`config.mk`:
```
export PLATFORM = sky130hd
export DESIGN_NAME = comparator_unit
export DESIGN_NICKNAME = d
export VERILOG_FILES = /design/src/rtl/cmp_pkg.sv /design/src/rtl/cmp_core.sv /design/src/rtl/comparator_unit.sv
export SDC_FILE = /design/constraint.sdc
export NUM_CORES = 1
export LEC_CHECK = 0
export BUFFER_PORTS_ARGS = -buffer_cell sky130_fd_sc_hd__buf_2
export CAP_MARGIN = 20
export CORE_AREA = 2 2 39 41
export CTS_CLUSTER_DIAMETER = 50
export DETAILED_ROUTE_END_ITERATION = 8
export DIE_AREA = 0 0 41 43
export GPL_ROUTABILITY_DRIVEN = 0
export PLACE_DENSITY = 0.52
export SYNTH_ARGS = -nofsm -noshare
export SYNTH_HDL_FRONTEND = slang
export SYNTH_SLANG_ARGS = --single-unit
```
`constraint.sdc`:
```
create_clock -name clk -period 0.8 [get_ports clk]
set_input_delay 0 -clock clk [delete_from_list [all_inputs] [get_ports clk]]
set_output_delay 0 -clock clk [all_outputs]
set_load 0.02 [all_outputs]
```
`src/rtl/cmp_pkg.sv`:
```
// Shared types and constants for the registered magnitude comparator.
package cmp_pkg;

    // Operand width used when the parent does not override it.
    localparam int CMP_WIDTH_DEFAULT = 4;

    // One-hot compare result, packed as {B_GT_A, A_GT_B, EQ}.
    typedef logic [2:0] cmp_result_t;

    localparam cmp_result_t CMP_NONE = 3'b000;  // only seen in the reset state
    localparam cmp_result_t CMP_EQ   = 3'b001;
    localparam cmp_result_t CMP_AGT  = 3'b010;
    localparam cmp_result_t CMP_BGT  = 3'b100;

    // Folds an equal / A-greater decision into the one-hot encoding.
    // If the operands are neither equal nor A-greater, then B must be greater.
    function automatic cmp_result_t cmp_pack(input logic eq, input logic gt);
        cmp_result_t res;
        if (eq) begin
            res = CMP_EQ;
        end else if (gt) begin
            res = CMP_AGT;
        end else begin
            res = CMP_BGT;
        end
        return res;
    endfunction

endpackage

```
`src/rtl/cmp_core.sv`:
```
// Purely combinational magnitude compare with optional two's-complement
// interpretation of the operands.
module cmp_core
    import cmp_pkg::*;
#(
    parameter int WIDTH = CMP_WIDTH_DEFAULT
) (
    input  logic [WIDTH-1:0] a,
    input  logic [WIDTH-1:0] b,
    input  logic             signed_mode,
    output cmp_result_t      result
);

    localparam int MSB = WIDTH - 1;

    logic eq;
    logic gt_unsigned;
    logic gt;

    // Derive equality and A-greater. In signed mode, differing sign bits settle
    // the result: the non-negative operand wins. If the sign bits match, the
    // plain unsigned compare gives the same ordering as comparing the
    // remaining bits.
    always_comb begin
        eq          = (a == b);
        gt_unsigned = (a > b);
        gt          = gt_unsigned;
        if (signed_mode && (a[MSB] != b[MSB])) begin
            gt = b[MSB];
        end
        result = cmp_pack(eq, gt);
    end

endmodule

```
`src/rtl/comparator_unit.sv`:
```
// Registered magnitude comparator. The result appears one clock after it is
// sampled. The flags hold their value across idle cycles. out_valid marks
// cycles that carry a freshly sampled pair.
module comparator_unit
    import cmp_pkg::*;
#(
    parameter int WIDTH = CMP_WIDTH_DEFAULT
) (
    input  logic             clk,
    input  logic             rst_n,
    input  logic             in_valid,
    input  logic             signed_mode,
    input  logic [WIDTH-1:0] A,
    input  logic [WIDTH-1:0] B,
    output logic             EQ,
    output logic             A_GT_B,
    output logic             B_GT_A,
    output logic             out_valid
);

    cmp_result_t core_result;
    cmp_result_t result_q;

    cmp_core #(
        .WIDTH(WIDTH)
    ) u_core (
        .a          (A),
        .b          (B),
        .signed_mode(signed_mode),
        .result     (core_result)
    );

    // Capture a new result only on valid cycles. out_valid tracks in_valid
    // one cycle late, and reset clears everything at once.
    always_ff @(posedge clk or negedge rst_n) begin
        if (!rst_n) begin
            result_q  <= CMP_NONE;
            out_valid <= 1'b0;
        end else begin
            out_valid <= in_valid;
            if (in_valid) begin
                result_q <= core_result;
            end
        end
    end

    assign EQ     = result_q[0];
    assign A_GT_B = result_q[1];
    assign B_GT_A = result_q[2];

endmodule

```
After elaboration in Yosys (flattened, before gate mapping)
Cells that the tools add are included.
{"block": "op_classes", "order_cmp": 1, "eq_ne": 2, "mux": 3, "reduce_logical": 1}
{"cell": "$mux W3", "n": 2}
{"cell": "$eq A4 B4 Y1", "n": 1}
{"cell": "$gt A4 B4 Y1", "n": 1}
{"cell": "$logic_and A1 B1 Y1", "n": 1}
{"cell": "$mux W1", "n": 1}
{"cell": "$ne A1 B1 Y1", "n": 1}
{"block": "word_totals", "register_bits": 4, "input_bits": 12, "output_inout_bits": 4, "elab_cells": 9}

Depth between registers and ports, before layout
Gate-level depths: netlist of the first run.
{"block": "depth", "ltp_word": 5, "mapped_depth": 6, "mapped_depth_nobuf": 6}

Cells and area by module
Synthesis of the first run repeated with hierarchy kept, for this count alone.
{"block": "unflattened", "hier_cells": 27, "hier_area_um2": 294.0}
{"module": "cmp_core", "instances": 1, "cells_each": 20, "area_each_um2": 160.2, "seq_area_each_um2": 0.0}
{"module": "comparator_unit", "instances": 1, "cells_each": 7, "area_each_um2": 133.9, "seq_area_each_um2": 100.1}

Worst setup path before layout of the first run
No wires, ideal clock.
{"block": "synth_path", "path_type": "input-to-reg", "startpoint": "input B[3]", "endpoint": "register result_q[1]", "setup_ns": 0.124, "arrival_ns": 0.939, "required_ns": 0.676, "path_slack_ns": -0.263, "cell_stages": 6, "path_buffers": 0, "path_cell_list": "inv_1 > ha_1 > nand2b_2 > nand2_1 > a211oi_1 > a211o_1"}
{"block": "synth_between", "elab_chain_cells": 5, "word_cells_on_any_way": 7, "classes_between": "1 x order compare; 2 x eq/ne; 3 x mux; 1 x reduce/logical"}
{"item": "start: declaration", "line": "comparator_unit.sv:14", "source": "input logic [WIDTH-1:0] B,"}
{"item": "parallel branches: the longest is 4 deep, another holds $gt A4 B4 Y1"}
{"item": "$mux W3 *", "line": "cmp_pkg.sv:19", "source": "if (eq) begin"}
{"item": "end signal: assignment", "line": "comparator_unit.sv:42", "source": "result_q <= core_result;"}
{"item": "end: declaration", "line": "comparator_unit.sv:22", "source": "cmp_result_t result_q;"}
Mark *: on every way between the ends.
A chain may end at the register's enable or synchronous reset.

Final worst setup path of the first run
{"block": "layout_path", "startpoint": "input A[1]", "endpoint": "register result_q[1]"}
{"block": "layout_between", "elab_chain_cells": 4, "word_cells_on_any_way": 5, "classes_between": "1 x order compare; 1 x eq/ne; 3 x mux"}
{"item": "start: declaration", "line": "comparator_unit.sv:13", "source": "input logic [WIDTH-1:0] A,"}
{"item": "$gt A4 B4 Y1", "line": "cmp_core.sv:26", "source": "gt_unsigned = (a > b);"}
{"item": "$mux W1", "line": "cmp_core.sv:28", "source": "if (signed_mode && (a[MSB] != b[MSB])) begin"}
{"item": "$mux W3", "line": "cmp_pkg.sv:21", "source": "end else if (gt) begin"}
{"item": "$mux W3 *", "line": "cmp_pkg.sv:19"}
Mark *: on every way between the ends. The rest lies on a longest branch, timed or not.

==> results by group, run 1 <==
Status
  – Status: complete, but fails checks
  – Failing checks: setup timing

Logic synthesis
  – Most common library cells after synthesis: inv_1, dfrtp_1, ha_1
  – Syn_area_per_cell: 9.79 um^2
  – Register area share after synthesis: 36.5%
  – Post-synth top area cell: dfrtp_1
  – Ys Warns: 0
  – Post-synthesis xor/xnor area fraction: 0%
  – #FFs+latches synth: 4
  – Synth cell types: 16
  – Top-count cell post-synth: inv_1
  – Post-synth EDFFs: 0
  – Post-Synth Simple-Gate Area: 16.9%
  – Synth top area share: 36.5%
  – Synthesized net count: 44
  – Area of the mapped netlist: 274 um^2
  – Adder-cell area share of the yosys netlist: 18.3%
  – Largest family of logic cells by synthesized area: compound AO/OA/AOI/OAI gates
  – FFs w/ async S/R, synth: 100%
  – Multiplexer share of the synthesized area: 0%
  – Top_reg_cell synth: dfrtp_1
  – Synth area leaders: dfrtp_1, ha_1, inv_1
  – Synth Area in Compound Gates: 20.1%
  – Cell count after synthesis: 28

Timing
  – Slew Limit Fails: 0
  – Final setup margin: -0.0179 ns
  – Max-Slew Margin vs Limit: 85.5%
  – Endpoints failing setup: 2
  – Hold slack final: 0.0516 ns
  – Fin Setup TNS: -0.0207 ns
  – Final worst path period need: 0.818 ns
  – Worst Skew: 0 ns
  – Fin crit share: 102%
  – Worst-margin pin slew: 0.217 ns
  – Highest Clock Rate: 1220 MHz
  – RSZ-0062 raised after global routing: yes
  – Hold Fails Final Rpt: 0

Routing
  – WL final: 786 um
  – Pre-Repair DR Iteration Count: 2
  – 1st-iter DRT viols: 1
  – Wire per inst: 11.6 um
  – Routed vias: 298
  – Post-route DRC: 0
  – Via/cell ratio: 4.38
  – DRT antenna net count: 0

Clock tree
  – TritonCTS clock tree: yes
  – Root Driver: clkbuf_4
  – Clk slew on worst S/H paths: 0.04 ns
  – CTS Buf Count: 3
  – Worst skew pair latency: 0.24 ns
  – Htree depth: 1
  – Bufs on Longest Clock Path: 2
  – Clock Sinks: 4

Floorplanning
  – Full die area: 0.00176 mm^2
  – Core Footprint: 0.00138 mm^2
  – FP Rows: 14
  – Die X-Extent: 41 um
  – Die Ht: 43 um
  – Initial core utilization: 19.8%
  – I/O pin total: 16

Worst setup path
  – Kind of critical path: in2reg
  – RR Endpoint: result_q[1]$_DFFE_PN0P_
  – Worst R2R Start: result_q[1]$_DFFE_PN0P_
  – Critical-path maximum fanout: 2
  – Data arrival, critical path: 0.94 ns
  – Flop2flop setup slack: 0.04 ns
  – Crit. End Element: register
  – Required @ worst endpoint: 0.92 ns
  – Reg2Reg Depth: 1
  – Startpoint Class: primary input

Global routing
  – Total congestion overflow: 0
  – First-pass GRT wire length: 1.31 mm
  – Antenna violations before repair: 0
  – Vias in the first global route: 319
  – Pin count of the biggest net entering global routing: 6
  – GRT Overall Usage: 11.7%

Placed design
  – Number of port buffers: 15
  – Detail Placement HPWL: 533 um
  – Placed insts: 62

Power
  – Worst-case vdd ir drop: 0.000755 V
  – Total power: 823 uW
  – PD cells: 1500 mW/mm^2
  – Pleak: 0.268 nW

Cells and area
  – Layout Cells excl Fill: 68
  – Post-Route Utilization: 39.8%
  – Area growth, synth to finish: 101%
  – Layout net count: 70
  – Proportion of layout cells with a drive suffix above 1: 73.1%
  – # diodes: 0

Worst hold path
  – Hold depth: 2
  – Worst hold-check path type: in2reg
  – HP Start: in_valid
  – Worst hold path endpoint: result_q[2]$_DFFE_PN0P_

Run
  – Max Cap Viol: 0
[routing by layer]
metal	global-route usage [%]	routed length, um	vias to the layer above	part of all wire, %
met1	13.1	309	135	39
met2	16.9	373	16	47
li1	-	-	147	-
met4	8.00	0	0	0
met5	0	0	-	0
met3	5.24	104	0	13
[metrics by stage]
| stage | area (um^2) | worst slack (ns) |
|---|---|---|
| finish | 551 | -0.0179 |
| global route | 551 | -0.0536 |
| CTS | 536 | -0.0176 |
| detailed placement | 427 | -0.287 |
| global placement | 427 | -0.307 |
| floorplan | 309 | -0.119 |
[power breakdown]
part | internal, mW | switching [mW] | leakage, nW
sequential | 0.228 | 0.0146 | 0.0485
clock | 0.168 | 0.0895 | 0.0138
combinational | 0.174 | 0.149 | 0.205
[worst max-delay path by stage]
stage,startpoint,to,slack (ns),cells past startpoint
2_1_floorplan,B[2],result_q[1]$_DFFE_PN0P_,-0.12,6
3_3_place_gp,A[1],result_q[2]$_DFFE_PN0P_,-0.31,6
3_5_place_dp,A[1],result_q[1]$_DFFE_PN0P_,-0.29,6
4_1_cts,A[1],result_q[1]$_DFFE_PN0P_,-0.02,6
5_1_grt,B[3],result_q[1]$_DFFE_PN0P_,-0.05,7
6_report,A[1],result_q[1]$_DFFE_PN0P_,-0.02,6
[timing repair]
item / CTS / global route
resized for setup: 9 / 5
hold endpoints to repair: 5 / 0
buffers inserted: 1 / 0
setup endpoints to repair: 2 / 4
hold buffers: 2 / 0
pin swaps: 6 / 2
[layout make-up]
| cell class | count | area, um^2 |
|---|---|---|
| Fill cell | 145 | 833 |
| Multi-Input combinational cell | 18 | 239 |
| Timing Repair Buffer | 21 | 144 |
| Sequential cell | 4 | 100 |
| Inverter | 6 | 25.0 |
| Clock buffer | 3 | 22.5 |
| Tap cell | 16 | 20.0 |
[registers in the layout (all words and copies together), names as in the netlist]
name,flops
out_valid,1
result_q,3
[cells by family (layout without fill, tap and decap cells)]
| logic type | count (synthesis) | count (layout) |
|---|---|---|
| simple gates | 7 | 7 |
| buf+inv | 6 | 30 |
| flops | 4 | 4 |
| fa+ha+maj | 4 | 4 |
| compound gates | 7 | 7 |
[critical path: stages]
cell and delay [ns]:
buf_6 0.10, ha_4 0.24, nor2b_4 0.12, o211ai_2 0.16, a211oi_2 0.09, a211o_1 0.22
[cell usage in the layout (no fill, tap or decap)]
master	n
a21oi_1	1
nand2b_4	1
nor3_1	1
inv_1	2
a211oi_2	1
a21oi_2	1
inv_2	3
ha_4	4
dfrtp_1	4
o21a_1	1
clkbuf_4	3
o32ai_1	1
o211ai_2	1
nand2_2	1
buf_4	4
dlygate4sd3_1	2
a211o_1	1
nand2_4	1
buf_6	3
nor2_1	1
nor2b_4	1
buf_2	12
inv_4	1
nand4_4	1
Note: power is estimated with default switching activity, not from simulation.
==> run 2: changes to the inputs <==
- CORE_AREA: 2 2 39 41 -> 10 10 47 49
- DIE_AREA: 0 0 41 43 -> 0 0 57 59
==> results by group, run 2 (synthesis results as in run 1) <==
Status
  – Status: complete, but fails checks
  – Failing checks: setup timing

Clock tree
  – Worst skew pair latency: 0.23 ns
  – Root Driver: clkbuf_4
  – TritonCTS clock tree: yes
  – Clk slew on worst S/H paths: 0.04 ns
  – Bufs on Longest Clock Path: 2
  – Clock Sinks: 4
  – Htree depth: 1
  – CTS Buf Count: 3

Run
  – Max Cap Viol: 0

Power
  – Switching share of power: 29.7%
  – Total power: 830 uW
  – PD cells: 1440 mW/mm^2
  – Pleak: 0.278 nW
  – Clk network pwr share: 29.7%
  – Register share of total power: 29.0%
  – P_int: 584 uW
  – P_sw: 246 uW
  – Part of the power in combinational logic: 41.2%
  – Worst-case vdd ir drop: 0.000613 V

Timing
  – Worst Skew: 0 ns
  – Slew Limit Fails: 0
  – RSZ-0062 raised after global routing: yes
  – Highest Clock Rate: 1220 MHz
  – Final worst path period need: 0.821 ns
  – Hold slack final: 0.0525 ns
  – Fin crit share: 103%
  – Final setup margin: -0.0208 ns
  – Fin Setup TNS: -0.0267 ns
  – Max-Slew Margin vs Limit: 85.1%
  – Hold Fails Final Rpt: 0
  – Endpoints failing setup: 2
  – Worst-margin pin slew: 0.222 ns

Floorplanning
  – FP Rows: 14
  – Full die area: 0.00336 mm^2
  – Core Footprint: 0.00140 mm^2
  – Initial core utilization: 19.6%
  – Die X-Extent: 57 um
  – I/O pin total: 16
  – Die Ht: 59 um

Worst setup path
  – Largest stage delay on the critical path: 0.24 ns
  – Required @ worst endpoint: 0.91 ns
  – Crit-path cells: buf_6 > ha_4 > nor2b_4 > o211ai_2 > a211oi_2 > a211o_1
  – Critical-path maximum fanout: 2
  – Data arrival, critical path: 0.93 ns
  – Crit. End Element: register
  – Slowest-stage cell, CP: ha_4
  – Worst Setup SP: A[1]
  – Crit path buffers/inverters: 1
  – Startpoint Class: primary input
  – Worst R2R Start: result_q[2]$_DFFE_PN0P_
  – Top delay family on crit path: compound AO/OA/AOI/OAI gates
  – Kind of critical path: in2reg

Routing
  – Routed vias: 288
  – Via/cell ratio: 4.17
  – WL final: 875 um
  – DRT antenna net count: 0
  – 1st-iter DRT viols: 1
  – Post-route DRC: 0
  – Wire per inst: 12.7 um
  – Pre-Repair DR Iteration Count: 2

Worst hold path
  – Worst hold-check path type: in2reg
  – HP Start: in_valid

Cells and area
  – Biggest regs: result_q x3, out_valid x1
  – Area growth, synth to finish: 111%
  – Commonest non-fill, non-tap cell in the layout: buf_2
  – Max reg flops: 3
  – Post-Route Utilization: 41.3%
  – Top reg by flops: result_q
  – Layout net count: 71
  – Commonest non-fill, non-tap cells in the layout: buf_2, buf_6, buf_4
  – # diodes: 0
  – Proportion of layout cells with a drive suffix above 1: 75.5%

Global routing
  – Antenna violations before repair: 0
  – Vias in the first global route: 347
  – GRT Overall Usage: 5.51%
  – Pin count of the biggest net entering global routing: 6
  – First-pass GRT wire length: 1.48 mm
  – Total congestion overflow: 0

Placed design
  – Number of port buffers: 15
run 2: changes by cell type in the layout (fill, tap and decap cells not counted), sizes merged:
cell  previous run  this run
buf             19        20
run 2: path summary, 6_finish.rpt:
path,to,slack (ns),cells past startpoint
min in group asynchronous,out_valid$_DFF_PN0_,0.09,2
worst min register to register,result_q[0]$_DFFE_PN0P_,0.48,1
worst max register to register,result_q[2]$_DFFE_PN0P_,0.05,3
max in group asynchronous,result_q[0]$_DFFE_PN0P_,0.59,2
worst min-delay path,result_q[2]$_DFFE_PN0P_,0.05,2
worst max-delay path,result_q[1]$_DFFE_PN0P_,-0.02,6
run 2: layout make-up:
type | count | area [um^2]
fill | 136 | 823
timing repair buffer | 22 | 164
sequential | 4 | 100
multi-input combinational | 18 | 244
clock buffer | 3 | 22.5
inverter | 6 | 27.5
tap | 16 | 20.0
run 2: power by group through the flow:
| stage | logic (mW) | clock network [mW] | registers (mW) |
|---|---|---|---|
| after floorplan | 0.110 | 0 | 0.273 |
| after global placement | 0.240 | 0 | 0.243 |
| after detailed placement | 0.241 | 0 | 0.242 |
| after CTS | 0.316 | 0.263 | 0.239 |
| after global routing | 0.371 | 0.286 | 0.243 |
| final | 0.342 | 0.246 | 0.241 |
run 2: layer usage:
metal | vias up | GRT usage (%) | routed length, um
met5 | - | 0 | 0
met4 | 0 | 4.03 | 0
met3 | 0 | 2.79 | 123
met2 | 16 | 8.06 | 370
met1 | 125 | 6.02 | 381
li1 | 147 | - | -
run 2: repair_timing:
| action | CTS | global route |
|---|---|---|
| resized for setup | 13 | 5 |
| setup buffers | 1 | 1 |
| endpoints found under the setup margin | 2 | 4 |
| hold buffers | 2 | 0 |
| pin swaps | 7 | 3 |
| endpoints found under the hold margin | 5 | 0 |
run 2: metrics by stage:
| step | std cells | setup slack (ns) | instance area, um^2 |
|---|---|---|---|
| 3_5_place_dp | 62 | -0.313 | 427 |
| 5_1_grt | 69 | -0.0395 | 578 |
| 4_1_cts | 68 | -0.0156 | 556 |
| 6_report | 69 | -0.0208 | 578 |
| 3_3_place_gp | 62 | -0.283 | 427 |
| 2_1_floorplan | 28 | -0.119 | 309 |
==> run 3: changes to the inputs <==
- SETUP_SLACK_MARGIN: default -> 0.1
==> results by group, run 3 (synthesis results as in run 1) <==
Global routing
  – GR peak layer: met2
  – Total congestion overflow: 0
  – Vias in the first global route: 335
  – Met3 Resource Use GR: 3.65%
  – Antenna violations before repair: 0
  – M2 GR Usage: 6.82%
  – First-pass GRT wire length: 1.37 mm
  – Pin count of the biggest net entering global routing: 6
  – GR Layer Usage met1: 5.28%
  – GRT Overall Usage: 5.07%

Cells and area
  – Layout Cells excl Fill: 68
  – Post-Route Utilization: 42.8%
  – Commonest non-fill, non-tap cells in the layout: buf_6, ha_4
  – Layout fillers: 142
  – Layout net count: 69
  – Max reg flops: 3
  – Biggest regs: result_q x3, out_valid x1
  – Commonest non-fill, non-tap cell in the layout: buf_6
  – Proportion of layout cells with a drive suffix above 1: 69.2%
  – Area growth, synth to finish: 119%
  – Top reg by flops: result_q
  – # diodes: 0

Timing
  – RSZ-0062 raised after global routing: yes
  – Fin crit share: 104%
  – Endpoints failing setup: 1
  – Slew Limit Fails: 0
  – Max-Slew Margin vs Limit: 85.8%
  – Highest Clock Rate: 1200 MHz
  – Worst Skew: 0 ns
  – Final worst path period need: 0.832 ns
  – Hold Fails Final Rpt: 0
  – Worst-margin pin slew: 0.212 ns
  – Final setup margin: -0.0321 ns

Floorplanning
  – Initial core utilization: 19.6%
  – Full die area: 0.00336 mm^2
  – FP Rows: 14
  – Core Footprint: 0.00140 mm^2
  – Die Ht: 59 um
  – I/O pin total: 16
  – Die X-Extent: 57 um

Power
  – PD cells: 1440 mW/mm^2
  – Switching share of power: 28.8%
  – P_sw: 248 uW
  – Total power: 863 uW
  – P_int: 614 uW
  – Clk network pwr share: 31.9%
  – Worst-case vdd ir drop: 0.000771 V
  – Register share of total power: 28.6%
  – Pleak: 0.276 nW
  – Part of the power in combinational logic: 39.5%

Routing
  – Pre-Repair DR Iteration Count: 2
  – 1st-iter DRT viols: 1
  – WL final: 847 um
  – Wire per inst: 12.5 um
  – DRT antenna net count: 0
  – Routed vias: 281
  – Post-route DRC: 0
  – Via/cell ratio: 4.13

Clock tree
  – TritonCTS clock tree: yes
  – Bufs on Longest Clock Path: 2
  – Clock Sinks: 4
  – Clk slew on worst S/H paths: 0.04 ns
  – Htree depth: 1
  – CTS Buf Count: 3
  – Worst skew pair latency: 0.24 ns
  – Root Driver: clkbuf_4

Status
  – Failing checks: setup timing
  – Status: complete, but fails checks

Worst setup path
  – Kind of critical path: in2reg
  – Crit. End Element: register
  – Required @ worst endpoint: 0.91 ns
  – Startpoint Class: primary input
  – Data arrival, critical path: 0.94 ns
  – Critical-path maximum fanout: 2

Placed design
  – Pre-CTS setup slack: -0.320 ns
  – Placed insts: 62
  – Number of port buffers: 15

Run
  – Max Cap Viol: 0

Worst hold path
  – Worst hold-check path type: in2reg
==> run 3: cell count changes in the layout (fill, tap and decap cells not counted), sizes merged <==
cell    change
buf         -2
clkbuf      +1
==> run 3: metal layers <==
| layer | vias up | share of wire [%] |
|---|---|---|
| met3 | 0 | 15 |
| met5 | - | 0 |
| met2 | 15 | 41 |
| met1 | 122 | 45 |
| li1 | 144 | - |
| met4 | 0 | 0 |
==> run 3: layout make-up <==
class	instances	area, um^2	area share [%]
inverter	6	30.0	5.01
multi-input combinational	18	225	37.6
timing repair buffer	20	196	32.8
tap	16	20.0	3.34
clock buffer	4	26.3	4.38
sequential	4	101	16.9
==> run 3: final timing paths <==
| path | startpoint | to | slack, ns | cells past startpoint |
|---|---|---|---|---|
| worst min-delay path | in_valid | result_q[2]$_DFFE_PN0P_ | 0.04 | 2 |
| worst min register to register | result_q[0]$_DFFE_PN0P_ | result_q[0]$_DFFE_PN0P_ | 0.50 | 1 |
| worst max register to register | result_q[1]$_DFFE_PN0P_ | result_q[1]$_DFFE_PN0P_ | 0.04 | 1 |
| worst max-delay path | A[1] | result_q[1]$_DFFE_PN0P_ | -0.03 | 6 |
| min in group asynchronous | rst_n | out_valid$_DFF_PN0_ | 0.10 | 2 |
| max in group asynchronous | rst_n | result_q[0]$_DFFE_PN0P_ | 0.57 | 2 |
==> run 3: repair_timing <==
item | CTS | global route
resized for setup | 10 | 16
gates cloned | 0 | 0
endpoints found under the setup margin | 6 | 7
pin swaps | 2 | 6
buffers inserted | 0 | 1
hold buffers | 2 | 0
endpoints found under the hold margin | 5 | 0
==> run 3: through the flow <==
stage	cell area (um^2)	hold slack, ns	TNS, ns
finish	599	0.0449	-0.0321
global route	599	0.0649	-0.0866
CTS	512	0.0177	-0.0607
detailed placement	428	-0.190	-0.785
global placement	428	-0.190	-0.728
floorplan	310	-0.296	-0.225
==> run 3: critical path, cell delays in order <==
cell,delay [ns]
buf_6,0.10
ha_4,0.24
nor2b_4,0.12
o211ai_2,0.15
a211oi_1,0.10
a211o_1,0.23
==> run 3: power groups by stage <==
stage	Clock, mW	Combinational [mW]	Sequential (mW)
floorplan	0	0.110	0.274
global placement	0	0.238	0.243
detailed placement	0	0.240	0.243
CTS	0.289	0.284	0.246
global route	0.306	0.370	0.251
finish	0.275	0.341	0.246
